===== config.mk =====
export PLATFORM = sky130hd
export DESIGN_NAME = serial_word_feeder
export DESIGN_NICKNAME = d
export VERILOG_FILES = /design/src/rtl/serial_word_feeder.sv
export SDC_FILE = /design/constraint.sdc
export NUM_CORES = 1
export LEC_CHECK = 0
export ABC_AREA = 0
export ABC_CLOCK_PERIOD_IN_PS = 3700
export BUFFER_PORTS_ARGS = -buffer_cell sky130_fd_sc_hd__buf_2
export CORE_MARGIN = 2
export CORE_UTILIZATION = 55
export DETAILED_ROUTE_END_ITERATION = 6
export PLACE_DENSITY = 0.78
export RECOVER_POWER = 100
export REMOVE_ABC_BUFFERS = 1
export SLEW_MARGIN = 5
export SYNTH_ARGS = -nofsm -noshare
export SYNTH_HDL_FRONTEND = slang
export SYNTH_SLANG_ARGS = --single-unit
export TNS_END_PERCENT = 50

===== constraint.sdc =====
create_clock -name clk -period 3.7 [get_ports clk]
set_input_delay 0.37 -clock clk [delete_from_list [all_inputs] [get_ports clk]]
set_output_delay 0.37 -clock clk [all_outputs]
set_load 0.005 [all_outputs]

===== src/rtl/serial_word_feeder.sv =====
// Parallel-to-serial feeder for the pattern detector.
// One-word holding register in front of a shifter; words chain with no gap.
module serial_word_feeder #(
    parameter int WIDTH     = 8,
    parameter bit MSB_FIRST = 1'b1,
    parameter bit IDLE_BIT  = 1'b1
) (
    input  logic             clk,
    input  logic             reset,
    input  logic [WIDTH-1:0] in_data,
    input  logic             in_valid,
    output logic             in_ready,
    output logic             x,
    output logic             x_valid,
    output logic             word_done,
    output logic             busy
);

    localparam int CW = (WIDTH > 1) ? $clog2(WIDTH) : 1;
    localparam logic [CW-1:0] LAST = CW'(WIDTH - 1);
    localparam logic [CW-1:0] PRE_LAST = CW'(WIDTH - 2);

    typedef enum logic {
        IDLE,
        SHIFT
    } state_t;

    state_t           state;
    logic [WIDTH-1:0] hold_q;
    logic [WIDTH-1:0] shreg;
    logic             hold_full;
    logic [CW-1:0]    cnt;

    logic accept;
    logic last;
    logic load;
    logic hold_nxt;
    logic shift_nxt;

    function automatic logic first_bit(input logic [WIDTH-1:0] w);
        return MSB_FIRST ? w[WIDTH-1] : w[0];
    endfunction

    function automatic logic [WIDTH-1:0] advance(input logic [WIDTH-1:0] w);
        return MSB_FIRST ? (w << 1) : (w >> 1);
    endfunction

    assign accept    = in_valid && in_ready;
    assign last      = (state == SHIFT) && (cnt == LAST);
    // Held word moves to the shifter when idle or as the last bit ends.
    assign load      = hold_full && ((state == IDLE) || last);
    assign hold_nxt  = accept || (hold_full && !load);
    assign shift_nxt = load || ((state == SHIFT) && !last);

    always_ff @(posedge clk or posedge reset) begin
        if (reset) begin
            state     <= IDLE;
            hold_q    <= '0;
            hold_full <= 1'b0;
            shreg     <= '0;
            cnt       <= '0;
            x         <= IDLE_BIT;
            x_valid   <= 1'b0;
            word_done <= 1'b0;
            in_ready  <= 1'b1;
            busy      <= 1'b0;
        end else begin
            hold_full <= hold_nxt;
            in_ready  <= !hold_nxt;
            busy      <= hold_nxt || shift_nxt;
            if (accept) begin
                hold_q <= in_data;
            end
            if (load) begin
                state     <= SHIFT;
                shreg     <= advance(hold_q);
                cnt       <= '0;
                x         <= first_bit(hold_q);
                x_valid   <= 1'b1;
                word_done <= 1'b0;
            end else if (last) begin
                state     <= IDLE;
                x         <= IDLE_BIT;
                x_valid   <= 1'b0;
                word_done <= 1'b0;
            end else if (state == SHIFT) begin
                cnt       <= cnt + CW'(1);
                shreg     <= advance(shreg);
                x         <= first_bit(shreg);
                word_done <= (cnt == PRE_LAST);
            end
        end
    end

endmodule


Yosys cells after proc, flatten, opt, wreduce, memory -nomap -nowiden
Index checks and enable logic that the tools add are counted.
Storage, ports and cells
  flip-flop bits (word level): 25
  latch bits: 0
  memory bits (writable): 0
  memory bits (read-only): 0
  word-level logic and storage cells: 44
  memories: 0
Cells by class
  $add $sub $neg: 1
  multipliers: 0
  div/mod/pow operators: 0
  order comparisons: 0
  equality and inequality tests: 3
  shifts and indexed selects: 0
  multiplexer cells: 14
  bitwise logic cells: 1
  reduce and logical (&&, ||, !) cells: 16
Operators with widths (count)
  $mux 8: 3
  $mux 3: 3
  $mux 1: 8
  $eq 3x3->1 const B: 2
  $logic_and 1x1->1: 5
  $logic_or 1x1->1: 4
  $reduce_bool 2->1: 2
  $add 3x1->3 const B: 1
  $logic_not 1->1: 3
  $reduce_bool 3->1: 1
  $ne 2x1->1 const B: 1
  $reduce_and 2->1: 1
  $not 1->1: 1

Depth between registers and ports, before layout
Gate-level depths: netlist of the first run.
  word-level depth: 8
  depth in mapped cells: 6
  mapped depth without buffers: 5

Least setup slack after synthesis of the first run
No wires, ideal clock.
  path kind: flip-flop to flip-flop
  from: reg cnt[0]
  to: reg shreg[5]
  library setup time: 0.083 ns
  arrival: 1.266 ns
  slack: 2.351 ns
  cell stages (with the launch flop): 7
  path buffers: 1
  clock period less this slack: 1.349 ns
  cell sequence: dfrtp_1 ha_1 ha_1 and2b_4 buf_8 nand2_1 o21ai_0
On the way
  cells in the longest elaborated chain, start to end: 6
Ends and longest elaborated chain
  start, declared: RTL line 32  | logic [CW-1:0] cnt;
  start signal, assigned: RTL line 87  | cnt <= cnt + CW'(1);
  $eq 3x3->1 *: RTL line 49  | assign last = (state == SHIFT) && (cnt == LAST);
  $logic_and 1x1->1 *: RTL line 49
  $logic_or 1x1->1: RTL line 51  | assign load = hold_full && ((state == IDLE) || last);
  $logic_and 1x1->1: RTL line 51
  $ne 2x1->1 (no source line) / $reduce_bool 2->1 (equally long branches)
  $reduce_and 2->1 (no source line)
  end signal, assigned: RTL line 76  | shreg <= advance(hold_q);
  end signal, assigned: RTL line 88  | shreg <= advance(shreg);
  end, declared: RTL line 30  | logic [WIDTH-1:0] shreg;
Mark *: on every way between the ends. The rest lies on a longest branch, timed or not.
A chain may end at the register's enable or synchronous reset.

Worst setup path after layout of the first run
  from: reg cnt[0]
  to: reg in_ready
On the way
  cells in the longest elaborated chain, start to end: 8
Ends and longest elaborated chain
  $eq 3x3->1: RTL line 49
  $logic_and 1x1->1: RTL line 49
  $logic_or 1x1->1: RTL line 51
  $logic_and 1x1->1: RTL line 51
  $logic_not 1->1: RTL line 52  | assign hold_nxt = accept || (hold_full && !load);
  $logic_and 1x1->1: RTL line 52
  $logic_or 1x1->1: RTL line 52
  $logic_not 1->1: RTL line 69  | in_ready <= !hold_nxt;
  end signal, assigned: RTL line 69
  end, declared: RTL line 12  | output logic in_ready,
No other way between the ends.

==> impl_results.html, run 1 <==
<table>
<tr><th>Metric</th><th>Value</th></tr>
<tr><th colspan="2">Yosys</th></tr>
<tr><td>Area share of the largest cell type after synthesis</td><td>52.9%</td></tr>
<tr><td>Average footprint of a synthesized cell</td><td>~13 µm²</td></tr>
<tr><td>Library cell with the largest summed area after synthesis</td><td>dfrtp_1</td></tr>
<tr><td>Register bit total from synthesis</td><td>24</td></tr>
<tr><td>Post-synthesis instance area</td><td>between 0.001 and 0.0015 mm²</td></tr>
<tr><td>Top area cells in the synthesized netlist</td><td>dfrtp_1 53%, mux2_2 8.7%, mux2i_1 7.7%</td></tr>
<tr><td>Library cells used by synthesis</td><td>19</td></tr>
<tr><td>Yosys warns</td><td>0</td></tr>
<tr><td>Post-Synthesis Cells</td><td>about 80</td></tr>
<tr><td>Share of synthesized area occupied by flip-flops and latches</td><td>between 50 and 60%</td></tr>
<tr><th colspan="2">Cells and area</th></tr>
<tr><td># fillers</td><td>between 150 and 200</td></tr>
<tr><td>Area occupied by multi-input gates</td><td>370 µm²</td></tr>
<tr><td>Antenna cell count</td><td>0</td></tr>
<tr><td>Post-layout instance count excluding filler cells</td><td>about 120</td></tr>
<tr><td>Total number of nets in the final design</td><td>~110</td></tr>
<tr><td>Total area of sequential cells</td><td>between 600 and 700 µm²</td></tr>
<tr><td>Layout cells sized above 1</td><td>about 26%</td></tr>
<tr><td>Fin util</td><td>65.2%</td></tr>
<tr><td>Area added between synthesis and finish</td><td>9.51%</td></tr>
<tr><th colspan="2">Placed design</th></tr>
<tr><td>Post-DP HPWL</td><td>~1100 µm</td></tr>
<tr><td>Worst-case setup slack after placement</td><td>about 2.2 ns</td></tr>
<tr><td>Final Wtd Congestion</td><td>approximately 0.7</td></tr>
<tr><td>Number of buffers added on ports</td><td>15</td></tr>
<tr><td>Cell Count Post-Placement</td><td>118</td></tr>
<tr><th colspan="2">CTS</th></tr>
<tr><td>Number of clock buffers inserted by TritonCTS</td><td>3</td></tr>
<tr><td>Hold-fix buffer count after cts</td><td>0</td></tr>
<tr><td>Clock tree from TritonCTS</td><td>yes</td></tr>
<tr><td>Clock root buffer</td><td>clkbuf_4</td></tr>
<tr><td>Buffer levels on the longest clock path</td><td>2</td></tr>
<tr><td>H-tree level count</td><td>1</td></tr>
<tr><td>Number of buffers inserted to repair setup after CTS</td><td>0</td></tr>
<tr><td>Clock slew seen by the registers of the worst setup and hold paths</td><td>about 0.13 ns</td></tr>
<tr><td>Resized Gates After CTS</td><td>0</td></tr>
<tr><td>Clock Latency Late Sink</td><td>0.31 ns</td></tr>
<tr><td>CTS sink count</td><td>24</td></tr>
<tr><th colspan="2">Power and ir drop</th></tr>
<tr><td>Relative contribution of combinational cells to total power</td><td>between 20% and 30%</td></tr>
<tr><td>Static leakage</td><td>between 0.5 and 0.6 nW</td></tr>
<tr><td>Sequential power share</td><td>between 50% and 60%</td></tr>
<tr><td>Pwr dens</td><td>between 800 and 900 mW/mm²</td></tr>
<tr><td>Proportion of total power due to net switching</td><td>roughly a third</td></tr>
<tr><td>Cell internal power dissipation</td><td>approximately 0.64 mW</td></tr>
<tr><td>P_sw</td><td>0.296 mW</td></tr>
<tr><td>VDD IR max</td><td>around 0.00052 V</td></tr>
<tr><td>Clock group share of total power</td><td>between 10% and 20%</td></tr>
<tr><th colspan="2">Global routing</th></tr>
<tr><td>Remaining global-route overflow</td><td>0</td></tr>
<tr><td>Wire length of the first global-routing pass</td><td>between 2000 and 3000 µm</td></tr>
<tr><td>Largest net degree at the start of global routing</td><td>25</td></tr>
<tr><td>Global-route total usage across every layer</td><td>between 15 and 20%</td></tr>
<tr><td>Number of antenna violations at the first check in global routing</td><td>0</td></tr>
<tr><td>Vias in the first global route</td><td>~590</td></tr>
<tr><th colspan="2">Timing</th></tr>
<tr><td>Worst slew slack as a fraction of its limit</td><td>a little over two fifths</td></tr>
<tr><td>Measured slew at the worst slew-check pin</td><td>0.873 ns</td></tr>
<tr><td>Endpoints failing hold</td><td>0</td></tr>
<tr><td>Final Worst Setup Slack</td><td>approximately 2.1 ns</td></tr>
<tr><td>Final clock skew</td><td>slightly above 0.006 ns</td></tr>
<tr><td>Clock period minus final worst setup slack</td><td>about 1.6 ns</td></tr>
<tr><td>Maximum frequency from static timing analysis</td><td>slightly above 0.6 GHz</td></tr>
<tr><td>Total negative setup slack</td><td>0 ns</td></tr>
<tr><td>Count of endpoints failing setup in the final report</td><td>0</td></tr>
<tr><td>Worst hold slack across all endpoints</td><td>between 0.2 and 0.25 ns</td></tr>
<tr><td>Portion of the clock cycle consumed by the worst path in the final layout</td><td>~44%</td></tr>
<tr><td>Final count of pins violating max slew</td><td>0</td></tr>
<tr><td>Setup repair after global routing missed its margin</td><td>false</td></tr>
<tr><th colspan="2">Route</th></tr>
<tr><td>Count of TritonRoute iterations in the first routing pass</td><td>4</td></tr>
<tr><td>Detailed-route vias per instance</td><td>approximately 5.2</td></tr>
<tr><td>Post-detailed-route count of antenna-violating nets</td><td>0</td></tr>
<tr><td>Final Routed Wirelength</td><td>1600 µm</td></tr>
<tr><td>Number of design-rule violations left by the first detailed-router iteration</td><td>10</td></tr>
<tr><td># DRC</td><td>0</td></tr>
<tr><td>Via total after detailed routing</td><td>635</td></tr>
<tr><td>Per-cell routed wire length</td><td>between 10 and 15 µm</td></tr>
<tr><th colspan="2">Floorplanning</th></tr>
<tr><td>Area of the die</td><td>0.00225 mm²</td></tr>
<tr><td>Die Wd</td><td>47.5 µm</td></tr>
<tr><td>Floorplan row count</td><td>15</td></tr>
<tr><td>I/O pin count</td><td>16</td></tr>
<tr><td>Die height</td><td>between 40 and 50 µm</td></tr>
<tr><td>Placeable core region</td><td>0.00175 mm²</td></tr>
<tr><td>Starting Density</td><td>between 50 and 60%</td></tr>
<tr><th colspan="2">Setup path</th></tr>
<tr><td>Worst path cell trace</td><td>ha_1, ha_1, and2b_1, nand2_1, and2_1</td></tr>
<tr><td>Maximum fanout encountered on the critical timing path</td><td>15</td></tr>
<tr><td>Slowest cell on the critical path</td><td>and2b_1</td></tr>
<tr><td>Crit path buffers/inverters</td><td>0</td></tr>
<tr><td>Critical path data arrival time</td><td>approximately 1.9 ns</td></tr>
<tr><td>Largest incremental delay on the critical path</td><td>0.46 ns</td></tr>
<tr><td>Data required time of the critical path</td><td>3.96 ns</td></tr>
<tr><td>Startpoint type of the worst setup path</td><td>flip-flop</td></tr>
<tr><td>Worst Path Class, Setup</td><td>reg2reg</td></tr>
<tr><td>Worst Setup End Kind</td><td>flip-flop</td></tr>
<tr><td>Cell family with most CP delay</td><td>simple AND/OR/NAND/NOR gates</td></tr>
<tr><td>Library cell appearing most often on the critical path</td><td>ha_1</td></tr>
<tr><th colspan="2">Worst hold path</th></tr>
<tr><td>Hold/Removal Path Class</td><td>in2async</td></tr>
<tr><th colspan="2">Run</th></tr>
<tr><td>Max-cap violation count</td><td>0</td></tr>
<tr><th colspan="2">Outcome</th></tr>
<tr><td>Status</td><td>complete, no violations</td></tr>
</table>
==> power by group through the flow <==
stage / combinational, mW / sequential [mW] / clock, mW
2_1_floorplan: 0.246 / 0.456 / 0
3_3_place_gp: 0.299 / 0.471 / 0
3_5_place_dp: 0.318 / 0.479 / 0
4_1_cts: 0.318 / 0.473 / 0.191
5_1_grt: 0.320 / 0.491 / 0.201
6_report: 0.278 / 0.472 / 0.186
==> synth_stat cells <==
master,n
mux2_2,8
inv_1,3
and2_1,1
mux2i_1,8
nand2_1,13
o32ai_1,1
dfrtp_1,22
a31oi_1,1
buf_6,2
ha_1,3
buf_8,1
nand3b_1,2
nor2_1,2
o21ai_0,3
nand2b_1,3
and2b_4,1
o21ai_2,4
dfstp_2,2
nand4b_1,1
==> per-stage QoR <==
stage	total power [mW]	instance area, µm²
after floorplan	0.702	1000
after global placement	0.769	1110
after detailed placement	0.797	1110
after CTS	0.982	1160
after global routing	1.01	1140
final	0.936	1140
==> cells by family after synthesis <==
family,after synthesis,share of synthesized area (%)
AO/OA/AOI/OAI,9,6.26
adder cells (fa/ha/maj),3,3.61
buffers and inverters,6,4.69
flip-flops,24,58.0
multiplexers,16,16.4
AND/OR/NAND/NOR,23,11.1
==> worst paths after layout <==
kind	from	endpoint	slack, ns	cells past startpoint
worst max-delay path	cnt[0]	in_ready	2.06	5
worst min-delay path	reset	shreg[3]	0.22	2
worst max register to register	cnt[0]	in_ready	2.06	5
worst min register to register	word_done	word_done	0.48	2
max in group asynchronous	reset	shreg[2]	2.95	2
min in group clk	in_data[3]	hold_q[3]	0.28	2
==> final cells by class <==
cell class	instances	area share, %
sequential	24	53.0
multi-input combinational	51	32.5
timing repair buffer	15	6.15
tap	25	2.75
clock inverter	1	2.64
clock buffer	3	1.98
inverter	3	0.989
==> layer usage <==
layer / track usage (%) / routed length (µm)
met1: 20.9 / 712
met2: 28.9 / 805
met3: 3.40 / 45
met4: 10.0 / 33
met5: 0 / 0
==> sequential cells by signal (all words and copies together), names as in the netlist <==
register / flops
busy: 1
cnt: 3
hold_full: 1
hold_q: 8
in_ready: 1
shreg: 7
state: 1
word_done: 1
x: 1
==> placed cells by master (no fill, tap or decap) <==
master     instances
o21ai_0            7
o32ai_1            1
ha_1               3
a31oi_1            1
and2_1             1
inv_1              3
dfstp_2            2
clkbuf_4           3
bufinv_16          1
dfrtp_1           22
and2b_1            1
nand4b_1           1
mux2i_1            8
nand2b_1           3
nand2_1           13
nand3b_1           2
nor2_1             2
buf_2             11
mux2_2             8
clkbuf_1           4
Note: power is estimated with default switching activity, not from simulation.
==> run 2: changes to the inputs <==
--- a/config.mk
+++ b/config.mk
@@ -5,13 +5,13 @@
 export SDC_FILE = /design/constraint.sdc
 export NUM_CORES = 1
 export LEC_CHECK = 0
-export ABC_AREA = 0
-export ABC_CLOCK_PERIOD_IN_PS = 3700
+export ABC_AREA = 1
+export ABC_CLOCK_PERIOD_IN_PS = 1700
 export BUFFER_PORTS_ARGS = -buffer_cell sky130_fd_sc_hd__buf_2
 export CORE_MARGIN = 2
-export CORE_UTILIZATION = 55
+export CORE_UTILIZATION = 54
 export DETAILED_ROUTE_END_ITERATION = 6
-export PLACE_DENSITY = 0.78
+export PLACE_DENSITY = 0.76
 export RECOVER_POWER = 100
 export REMOVE_ABC_BUFFERS = 1
 export SLEW_MARGIN = 5
==> constraint.sdc (replaced) <==
create_clock -name clk -period 1.7 [get_ports clk]
set_input_delay 0.17 -clock clk [delete_from_list [all_inputs] [get_ports clk]]
set_output_delay 0.17 -clock clk [all_outputs]
set_load 0.005 [all_outputs]
==> run 2 against run 1 <==
Routed wire length increased by 9.3%. Final cell count up 28%. Combinational power is 110% higher. First-iteration DRC count rose by 40%. Largest cell class unchanged. Critical path depth increased by 3. Worst setup slack worse by 1.8 ns. Via count rose by 21%.
==> impl_results.html, run 2 <==
<table>
<tr><th>Metric</th><th>Value</th></tr>
<tr><th colspan="2">Setup path</th></tr>
<tr><td>Critical path data arrival time</td><td>1.67 ns</td></tr>
<tr><td>Startpoint type of the worst setup path</td><td>flip-flop</td></tr>
<tr><td>Data required time of the critical path</td><td>about 1.9 ns</td></tr>
<tr><td>Worst Setup End Kind</td><td>flip-flop</td></tr>
<tr><td>Maximum fanout encountered on the critical timing path</td><td>11</td></tr>
<tr><td>Register-to-Register Setup Slack</td><td>around 0.24 ns</td></tr>
<tr><td>Worst r2r path cells</td><td>8</td></tr>
<tr><td>Launch point of the worst path</td><td>cnt[0]</td></tr>
<tr><td>Worst Path Class, Setup</td><td>reg2reg</td></tr>
<tr><td>Capture point of the worst reg-to-reg path</td><td>shreg[3]</td></tr>
<tr><td>Startpoint of the most critical register-to-register path</td><td>cnt[0]</td></tr>
<tr><th colspan="2">Worst hold path</th></tr>
<tr><td>Launch instance of the worst min-delay path</td><td>in_data[3]</td></tr>
<tr><td>Endpoint, Worst Hold</td><td>hold_q[3]</td></tr>
<tr><td>Number of cells on the worst hold path</td><td>3</td></tr>
<tr><td>Hold/Removal Path Class</td><td>in2reg</td></tr>
<tr><th colspan="2">Timing</th></tr>
<tr><td>Portion of the clock cycle consumed by the worst path in the final layout</td><td>86.0%</td></tr>
<tr><td>Count of endpoints failing setup in the final report</td><td>0</td></tr>
<tr><td>Measured slew at the worst slew-check pin</td><td>0.575 ns</td></tr>
<tr><td>Total negative setup slack</td><td>0 ns</td></tr>
<tr><td>Worst slew slack as a fraction of its limit</td><td>61.7%</td></tr>
<tr><td>Endpoints failing hold</td><td>0</td></tr>
<tr><td>Final count of pins violating max slew</td><td>0</td></tr>
<tr><td>Clock period minus final worst setup slack</td><td>around 1.5 ns</td></tr>
<tr><td>Maximum frequency from static timing analysis</td><td>0.684 GHz</td></tr>
<tr><td>Setup repair after global routing missed its margin</td><td>false</td></tr>
<tr><td>Final clock skew</td><td>slightly below 0.005 ns</td></tr>
<tr><th colspan="2">CTS</th></tr>
<tr><td>Number of clock buffers inserted by TritonCTS</td><td>3</td></tr>
<tr><td>Clock slew seen by the registers of the worst setup and hold paths</td><td>around 0.12 ns</td></tr>
<tr><td>Clock tree from TritonCTS</td><td>yes</td></tr>
<tr><td>Clock root buffer</td><td>clkbuf_4</td></tr>
<tr><td>Clock Latency Late Sink</td><td>between 0.3 and 0.4 ns</td></tr>
<tr><td>H-tree level count</td><td>1</td></tr>
<tr><td>Buffer levels on the longest clock path</td><td>2</td></tr>
<tr><td>Number of buffers inserted to repair setup after CTS</td><td>0</td></tr>
<tr><td>Hold-fix buffer count after cts</td><td>1</td></tr>
<tr><td>Resized Gates After CTS</td><td>0</td></tr>
<tr><td>CTS sink count</td><td>24</td></tr>
<tr><th colspan="2">Yosys</th></tr>
<tr><td>Fraction of registers with async set/reset</td><td>100%</td></tr>
<tr><td>Post-synthesis instance area</td><td>just over 0.001 mm²</td></tr>
<tr><td>Top area cells in the synthesized netlist</td><td>dfrtp_1 53%, nand2_1 15%, nand3_1 10%</td></tr>
<tr><td>Library cell with the largest summed area after synthesis</td><td>dfrtp_1</td></tr>
<tr><td>Number of enable-type register cells in the synthesized netlist</td><td>0</td></tr>
<tr><td>Area share of the largest cell type after synthesis</td><td>53.3%</td></tr>
<tr><td>Top-count cell post-synth</td><td>nand2_1</td></tr>
<tr><td>Primary FF master, synth</td><td>dfrtp_1</td></tr>
<tr><td>Share of synthesized area occupied by flip-flops and latches</td><td>around three fifths</td></tr>
<tr><td>Library cells used by synthesis</td><td>16</td></tr>
<tr><td>Average footprint of a synthesized cell</td><td>between 9 and 10 µm²</td></tr>
<tr><td>Register bit total from synthesis</td><td>24</td></tr>
<tr><td>Post-synth top cells</td><td>41 x nand2_1, 22 x dfrtp_1, 21 x nand3_1, 6 x inv_1</td></tr>
<tr><td>Yosys warns</td><td>0</td></tr>
<tr><td>Post-Synthesis Cells</td><td>approximately 110</td></tr>
<tr><th colspan="2">Cells and area</th></tr>
<tr><td>Post-route cell area</td><td>about 0.0011 mm²</td></tr>
<tr><td>Most flops, register</td><td>hold_q</td></tr>
<tr><td>Post-layout instance count excluding filler cells</td><td>156</td></tr>
<tr><td>Area added between synthesis and finish</td><td>10.7%</td></tr>
<tr><td>Largest registers ranked by flip-flop count</td><td>hold_q (8), shreg (7), cnt (3)</td></tr>
<tr><td>Most common cell after layout, fill and taps aside</td><td>nand2_1</td></tr>
<tr><td>Total number of nets in the final design</td><td>146</td></tr>
<tr><td>Layout cells sized above 1</td><td>a little under a fifth</td></tr>
<tr><td>Antenna cell count</td><td>0</td></tr>
<tr><td>Highest-count cells in the layout ignoring fill and taps</td><td>41 x nand2_1, 22 x dfrtp_1, 21 x nand3_1, 14 x buf_2, 6 x inv_1</td></tr>
<tr><td>Max FFs per register</td><td>8</td></tr>
<tr><th colspan="2">Route</th></tr>
<tr><td>Via total after detailed routing</td><td>about 770</td></tr>
<tr><td>Detailed-route vias per instance</td><td>between 4 and 5</td></tr>
<tr><td># DRC</td><td>0</td></tr>
<tr><td>Per-cell routed wire length</td><td>~11 µm</td></tr>
<tr><td>Count of TritonRoute iterations in the first routing pass</td><td>4</td></tr>
<tr><td>Number of design-rule violations left by the first detailed-router iteration</td><td>14</td></tr>
<tr><td>Post-detailed-route count of antenna-violating nets</td><td>0</td></tr>
<tr><td>Final Routed Wirelength</td><td>~1700 µm</td></tr>
<tr><th colspan="2">Placed design</th></tr>
<tr><td>Final Wtd Congestion</td><td>just under 0.8</td></tr>
<tr><td>Area of placed instances</td><td>about 0.0011 mm²</td></tr>
<tr><td>Number of buffers added on ports</td><td>15</td></tr>
<tr><td>Cell Count Post-Placement</td><td>151</td></tr>
<tr><td>Post-DP HPWL</td><td>1300 µm</td></tr>
<tr><th colspan="2">Global routing</th></tr>
<tr><td>Largest net degree at the start of global routing</td><td>25</td></tr>
<tr><td>Wire length of the first global-routing pass</td><td>between 3000 and 4000 µm</td></tr>
<tr><td>Vias in the first global route</td><td>between 700 and 800</td></tr>
<tr><td>Global-route total usage across every layer</td><td>19.3%</td></tr>
<tr><td>Number of antenna violations at the first check in global routing</td><td>0</td></tr>
<tr><td>Remaining global-route overflow</td><td>0</td></tr>
<tr><th colspan="2">Floorplanning</th></tr>
<tr><td>Die height</td><td>between 40 and 50 µm</td></tr>
<tr><td>Floorplan row count</td><td>15</td></tr>
<tr><td>Starting Density</td><td>58.6%</td></tr>
<tr><td>Die Wd</td><td>roughly 48 µm</td></tr>
<tr><td>I/O pin count</td><td>16</td></tr>
<tr><td>Area of the die</td><td>roughly 0.0023 mm²</td></tr>
<tr><td>Placeable core region</td><td>0.00176 mm²</td></tr>
<tr><th colspan="2">Power and ir drop</th></tr>
<tr><td>Pwr dens</td><td>1570 mW/mm²</td></tr>
<tr><td>Static leakage</td><td>~0.61 nW</td></tr>
<tr><td>VDD IR max</td><td>roughly 0.001 V</td></tr>
<tr><th colspan="2">Run</th></tr>
<tr><td>Max-cap violation count</td><td>0</td></tr>
<tr><th colspan="2">Outcome</th></tr>
<tr><td>Status</td><td>complete, no violations</td></tr>
</table>
## run 2: cell count changes in the layout (fill, tap and decap cells not counted), moves of 2 or more
cell	before	now
o21ai_0	7	3
clkbuf_1	4	2
nand2_2	0	2
buf_2	11	14
mux2_2	8	0
nand2b_1	3	0
mux2i_1	8	0
nand2_1	13	41
inv_1	3	6
nand3b_1	2	0
inv_2	0	3
nand3_1	0	21
## run 2: critical path, cell delays in order (launching register included)
cell and delay, ns:
dfrtp_1 0.41, ha_1 0.20, ha_1 0.22, clkinv_1 0.07, nand2_2 0.13, nand2_2 0.12, inv_2 0.07, nand2_1 0.06
nand3_1 0.07
## run 2: logic make-up after synthesis
logic type | count (synthesis) | synth area share, %
AOI/OAI and AO/OA | 5 | 2.78
DFF | 24 | 58.4
buffers and inverters | 14 | 6.54
adders and majority gates | 3 | 3.63
and+or+nand+nor | 68 | 28.7
## run 2: area by class of cell
| cell class | instances | area, µm² |
|---|---|---|
| well taps | 25 | 31.3 |
| multi-input cells | 76 | 357 |
| flip-flops and latches | 24 | 603 |
| repair buffers | 17 | 88.8 |
| fillers | 152 | 621 |
| clock buffers | 4 | 26.3 |
| inverters | 10 | 37.5 |
## run 2: worst max-delay path by stage
stage,depth (start not counted),slack (ns),to
global route,8,0.09,shreg[2]
detailed placement,8,0.22,shreg[3]
CTS,8,0.21,shreg[3]
floorplan,8,0.38,shreg[2]
finish,8,0.24,shreg[3]
global placement,8,0.29,shreg[3]
## run 2: power breakdown
part | total (mW) | switching, mW | internal (mW)
clock | 0.255 | 0.163 | 0.0917
sequential | 0.973 | 0.160 | 0.813
combinational | 0.573 | 0.356 | 0.218
total | 1.80 | 0.678 | 1.12
## run 2: metrics by stage
stage | total power, mW | utilization, % | hold WS [ns] | worst slack, ns
global route | 1.97 | 64.8 | 0.0804 | 0.0949
floorplan | 1.41 | - | 0.183 | 0.377
finish | 1.80 | 64.8 | 0.0762 | 0.237
CTS | 1.85 | 65.4 | 0.0699 | 0.208
detailed placement | 1.60 | 63.3 | 0.243 | 0.221
global placement | 1.57 | 63.3 | 0.223 | 0.290
## run 2: routing by layer
layer  track usage, %  vias to the layer above  share of wire (%)
li1                 -                      392                  -
met1             23.9                      347                 45
met2             33.1                       23                 50
met3             2.26                        4                4.2
met4             9.73                        0                1.5
met5                0                        -                  0
==> run 3: changes to the inputs <==
--- a/config.mk
+++ b/config.mk
@@ -7,11 +7,11 @@
 export LEC_CHECK = 0
 export ABC_AREA = 1
 export ABC_CLOCK_PERIOD_IN_PS = 1700
-export BUFFER_PORTS_ARGS = -buffer_cell sky130_fd_sc_hd__buf_2
 export CORE_MARGIN = 2
-export CORE_UTILIZATION = 54
+export CORE_UTILIZATION = 55
 export DETAILED_ROUTE_END_ITERATION = 6
-export PLACE_DENSITY = 0.76
+export DONT_BUFFER_PORTS = 1
+export PLACE_DENSITY = 0.7
 export RECOVER_POWER = 100
 export REMOVE_ABC_BUFFERS = 1
 export SLEW_MARGIN = 5
==> run 3 against run 2 <==
Routed wire length up 13%. Final area is 8.5% higher. Utilization grew 6.3 points. Power rose by 9.4%. Sequential power increased by 1%. Worst setup slack got worse by 0.059 ns. First-iteration DRC count is 29% lower. Die area shrank 1.6%. Via count increased by 2.3%. Critical path depth did not move. Non-clock buffer count is the same. Critical path type unchanged. Critical endpoint is now cnt[1]. Largest cell class unchanged.
==> impl_results.html, run 3 (synthesis gave the netlist of run 2 again) <==
<table>
<tr><th>Metric</th><th>Value</th></tr>
<tr><th colspan="2">Outcome</th></tr>
<tr><td>Status</td><td>complete, no violations</td></tr>
<tr><th colspan="2">Setup path</th></tr>
<tr><td>Data required time of the critical path</td><td>~1.9 ns</td></tr>
<tr><td>Worst Setup End Kind</td><td>flip-flop</td></tr>
<tr><td>Startpoint type of the worst setup path</td><td>flip-flop</td></tr>
<tr><td>Worst Path Class, Setup</td><td>reg2reg</td></tr>
<tr><td>Maximum fanout encountered on the critical timing path</td><td>11</td></tr>
<tr><td>Critical path data arrival time</td><td>about 1.7 ns</td></tr>
<tr><th colspan="2">Floorplanning</th></tr>
<tr><td>Placeable core region</td><td>roughly 0.0017 mm²</td></tr>
<tr><td>Die Wd</td><td>47.4 µm</td></tr>
<tr><td>Floorplan row count</td><td>15</td></tr>
<tr><td>Die height</td><td>47.4 µm</td></tr>
<tr><td>Starting Density</td><td>between 50 and 60%</td></tr>
<tr><td>I/O pin count</td><td>16</td></tr>
<tr><td>Area of the die</td><td>0.00224 mm²</td></tr>
<tr><th colspan="2">CTS</th></tr>
<tr><td>CTS sink count</td><td>24</td></tr>
<tr><td>Number of buffers inserted to repair setup after CTS</td><td>0</td></tr>
<tr><td>Buffer levels on the longest clock path</td><td>2</td></tr>
<tr><td>Clock root buffer</td><td>clkbuf_4</td></tr>
<tr><td>Clock slew seen by the registers of the worst setup and hold paths</td><td>roughly 0.12 ns</td></tr>
<tr><td>Clock tree from TritonCTS</td><td>yes</td></tr>
<tr><td>H-tree level count</td><td>1</td></tr>
<tr><td>Hold-fix buffer count after cts</td><td>16</td></tr>
<tr><td>Resized Gates After CTS</td><td>0</td></tr>
<tr><td>Number of clock buffers inserted by TritonCTS</td><td>3</td></tr>
<tr><td>Clock Latency Late Sink</td><td>roughly 0.32 ns</td></tr>
<tr><th colspan="2">Power and ir drop</th></tr>
<tr><td>VDD IR max</td><td>about 0.0009 V</td></tr>
<tr><td>Total power after layout</td><td>between 1.5 and 2 mW</td></tr>
<tr><td>Pwr dens</td><td>between 1500 and 2000 mW/mm²</td></tr>
<tr><td>Static leakage</td><td>0.615 nW</td></tr>
<tr><th colspan="2">Route</th></tr>
<tr><td>Number of design-rule violations left by the first detailed-router iteration</td><td>10</td></tr>
<tr><td>Met1 Routed Length</td><td>867 µm</td></tr>
<tr><td>Count of TritonRoute iterations in the first routing pass</td><td>4</td></tr>
<tr><td>Per-cell routed wire length</td><td>roughly 13 µm</td></tr>
<tr><td>Detailed-route vias per instance</td><td>between 5 and 6</td></tr>
<tr><td>Routed length on met2</td><td>about 1000 µm</td></tr>
<tr><td>Via total after detailed routing</td><td>between 700 and 800</td></tr>
<tr><td>Sum of met3 wire segment lengths after detailed routing</td><td>just under 80 µm</td></tr>
<tr><td># DRC</td><td>0</td></tr>
<tr><td>Final Routed Wirelength</td><td>1980 µm</td></tr>
<tr><td>Post-detailed-route count of antenna-violating nets</td><td>0</td></tr>
<tr><td>Top Metal Used</td><td>met4</td></tr>
<tr><th colspan="2">Cells and area</th></tr>
<tr><td>Antenna cell count</td><td>0</td></tr>
<tr><td># fillers</td><td>roughly 130</td></tr>
<tr><td>Layout cells sized above 1</td><td>roughly 8.4%</td></tr>
<tr><td>Most flops, register</td><td>hold_q</td></tr>
<tr><td>Most common cell after layout, fill and taps aside</td><td>nand2_1</td></tr>
<tr><td>Highest-count cells in the layout ignoring fill and taps</td><td>42 x nand2_1, 22 x dfrtp_1, 21 x nand3_1, 16 x dlygate4sd3_1, 7 x inv_1</td></tr>
<tr><td>Area added between synthesis and finish</td><td>20.1%</td></tr>
<tr><td>Post-route cell area</td><td>0.00124 mm²</td></tr>
<tr><td>Max FFs per register</td><td>8</td></tr>
<tr><td>Total number of nets in the final design</td><td>~150</td></tr>
<tr><td>Largest registers ranked by flip-flop count</td><td>hold_q (8), shreg (7), cnt (3)</td></tr>
<tr><td>Area occupied by multi-input gates</td><td>approximately 350 µm²</td></tr>
<tr><td>Total area of sequential cells</td><td>~600 µm²</td></tr>
<tr><th colspan="2">Global routing</th></tr>
<tr><td>Number of antenna violations at the first check in global routing</td><td>0</td></tr>
<tr><td>Wire length of the first global-routing pass</td><td>around 3300 µm</td></tr>
<tr><td>Vias in the first global route</td><td>805</td></tr>
<tr><td>Largest net degree at the start of global routing</td><td>25</td></tr>
<tr><td>Global-route total usage across every layer</td><td>22.0%</td></tr>
<tr><td>Remaining global-route overflow</td><td>0</td></tr>
<tr><th colspan="2">Timing</th></tr>
<tr><td>Endpoints failing hold</td><td>0</td></tr>
<tr><td>Count of endpoints failing setup in the final report</td><td>0</td></tr>
<tr><td>Total negative setup slack</td><td>0 ns</td></tr>
<tr><td>Clock period minus final worst setup slack</td><td>roughly 1.5 ns</td></tr>
<tr><td>Portion of the clock cycle consumed by the worst path in the final layout</td><td>between 80% and 90%</td></tr>
<tr><td>Measured slew at the worst slew-check pin</td><td>~0.58 ns</td></tr>
<tr><td>Final count of pins violating max slew</td><td>0</td></tr>
<tr><td>Setup repair after global routing missed its margin</td><td>false</td></tr>
<tr><td>Final clock skew</td><td>0.0179 ns</td></tr>
<tr><td>Final Worst Setup Slack</td><td>approximately 0.18 ns</td></tr>
<tr><td>Worst slew slack as a fraction of its limit</td><td>about three fifths</td></tr>
<tr><td>Maximum frequency from static timing analysis</td><td>roughly 0.66 GHz</td></tr>
<tr><th colspan="2">Placed design</th></tr>
<tr><td>Area of placed instances</td><td>~0.0010 mm²</td></tr>
<tr><td>Number of buffers added on ports</td><td>0</td></tr>
<tr><td>Post-DP HPWL</td><td>around 1200 µm</td></tr>
<tr><td>Final Wtd Congestion</td><td>about 0.76</td></tr>
<tr><td>Worst-case setup slack after placement</td><td>between 0.2 and 0.25 ns</td></tr>
<tr><th colspan="2">Worst hold path</th></tr>
<tr><td>Hold/Removal Path Class</td><td>in2reg</td></tr>
<tr><th colspan="2">Run</th></tr>
<tr><td>Max-cap violation count</td><td>0</td></tr>
</table>
==> run 3: layer usage <==
layer,vias to the layer above,GRT usage (%)
met5,-,0
met2,21,39.2
met3,5,4.62
li1,393,-
met4,0,8.33
met1,365,25.8
==> run 3: area by class of cell <==
| class | count | area share (%) |
|---|---|---|
| timing repair buffer | 17 | 13.3 |
| inverter | 10 | 3.02 |
| tap | 25 | 2.52 |
| sequential | 24 | 48.6 |
| multi-input combinational | 76 | 28.3 |
| clock inverter | 1 | 2.42 |
| clock buffer | 3 | 1.81 |
==> run 3: stage by stage <==
step / std cells / hold slack, ns / util [%]
after CTS: 156 / 0.266 / 71.9
after global placement: 136 / 0.122 / 59.7
after floorplan: 110 / 0.183 / -
final: 156 / 0.249 / 71.1
after detailed placement: 136 / 0.121 / 59.7
after global routing: 156 / 0.286 / 71.1
==> run 3: report_power, final <==
group | leakage, nW | internal, mW | switching (mW)
Combinational | 0.295 | 0.221 | 0.350
Sequential | 0.292 | 0.815 | 0.172
Clock | 0.0279 | 0.238 | 0.174
==> run 3: path summary, 6_finish.rpt <==
path / endpoint / slack (ns) / from / depth (start not counted)
setup / recovery: cnt[1] / 0.18 / cnt[1] / 8
hold / removal: busy / 0.25 / in_valid / 2
hold reg to reg: hold_q[3] / 0.49 / hold_q[3] / 2
max in group asynchronous: shreg[1] / 0.90 / reset / 3
setup reg to reg: cnt[1] / 0.18 / cnt[1] / 8
min in group asynchronous: hold_q[7] / 0.41 / reset / 3
==> run 3: critical path, cell delays in order (launching register included) <==
cell      delay, ns
dfrtp_1        0.42
ha_1           0.19
ha_1           0.20
clkinv_1       0.06
nand2_2        0.13
nand2_1        0.14
inv_1          0.12
nand2_1        0.08
o21ai_0        0.08
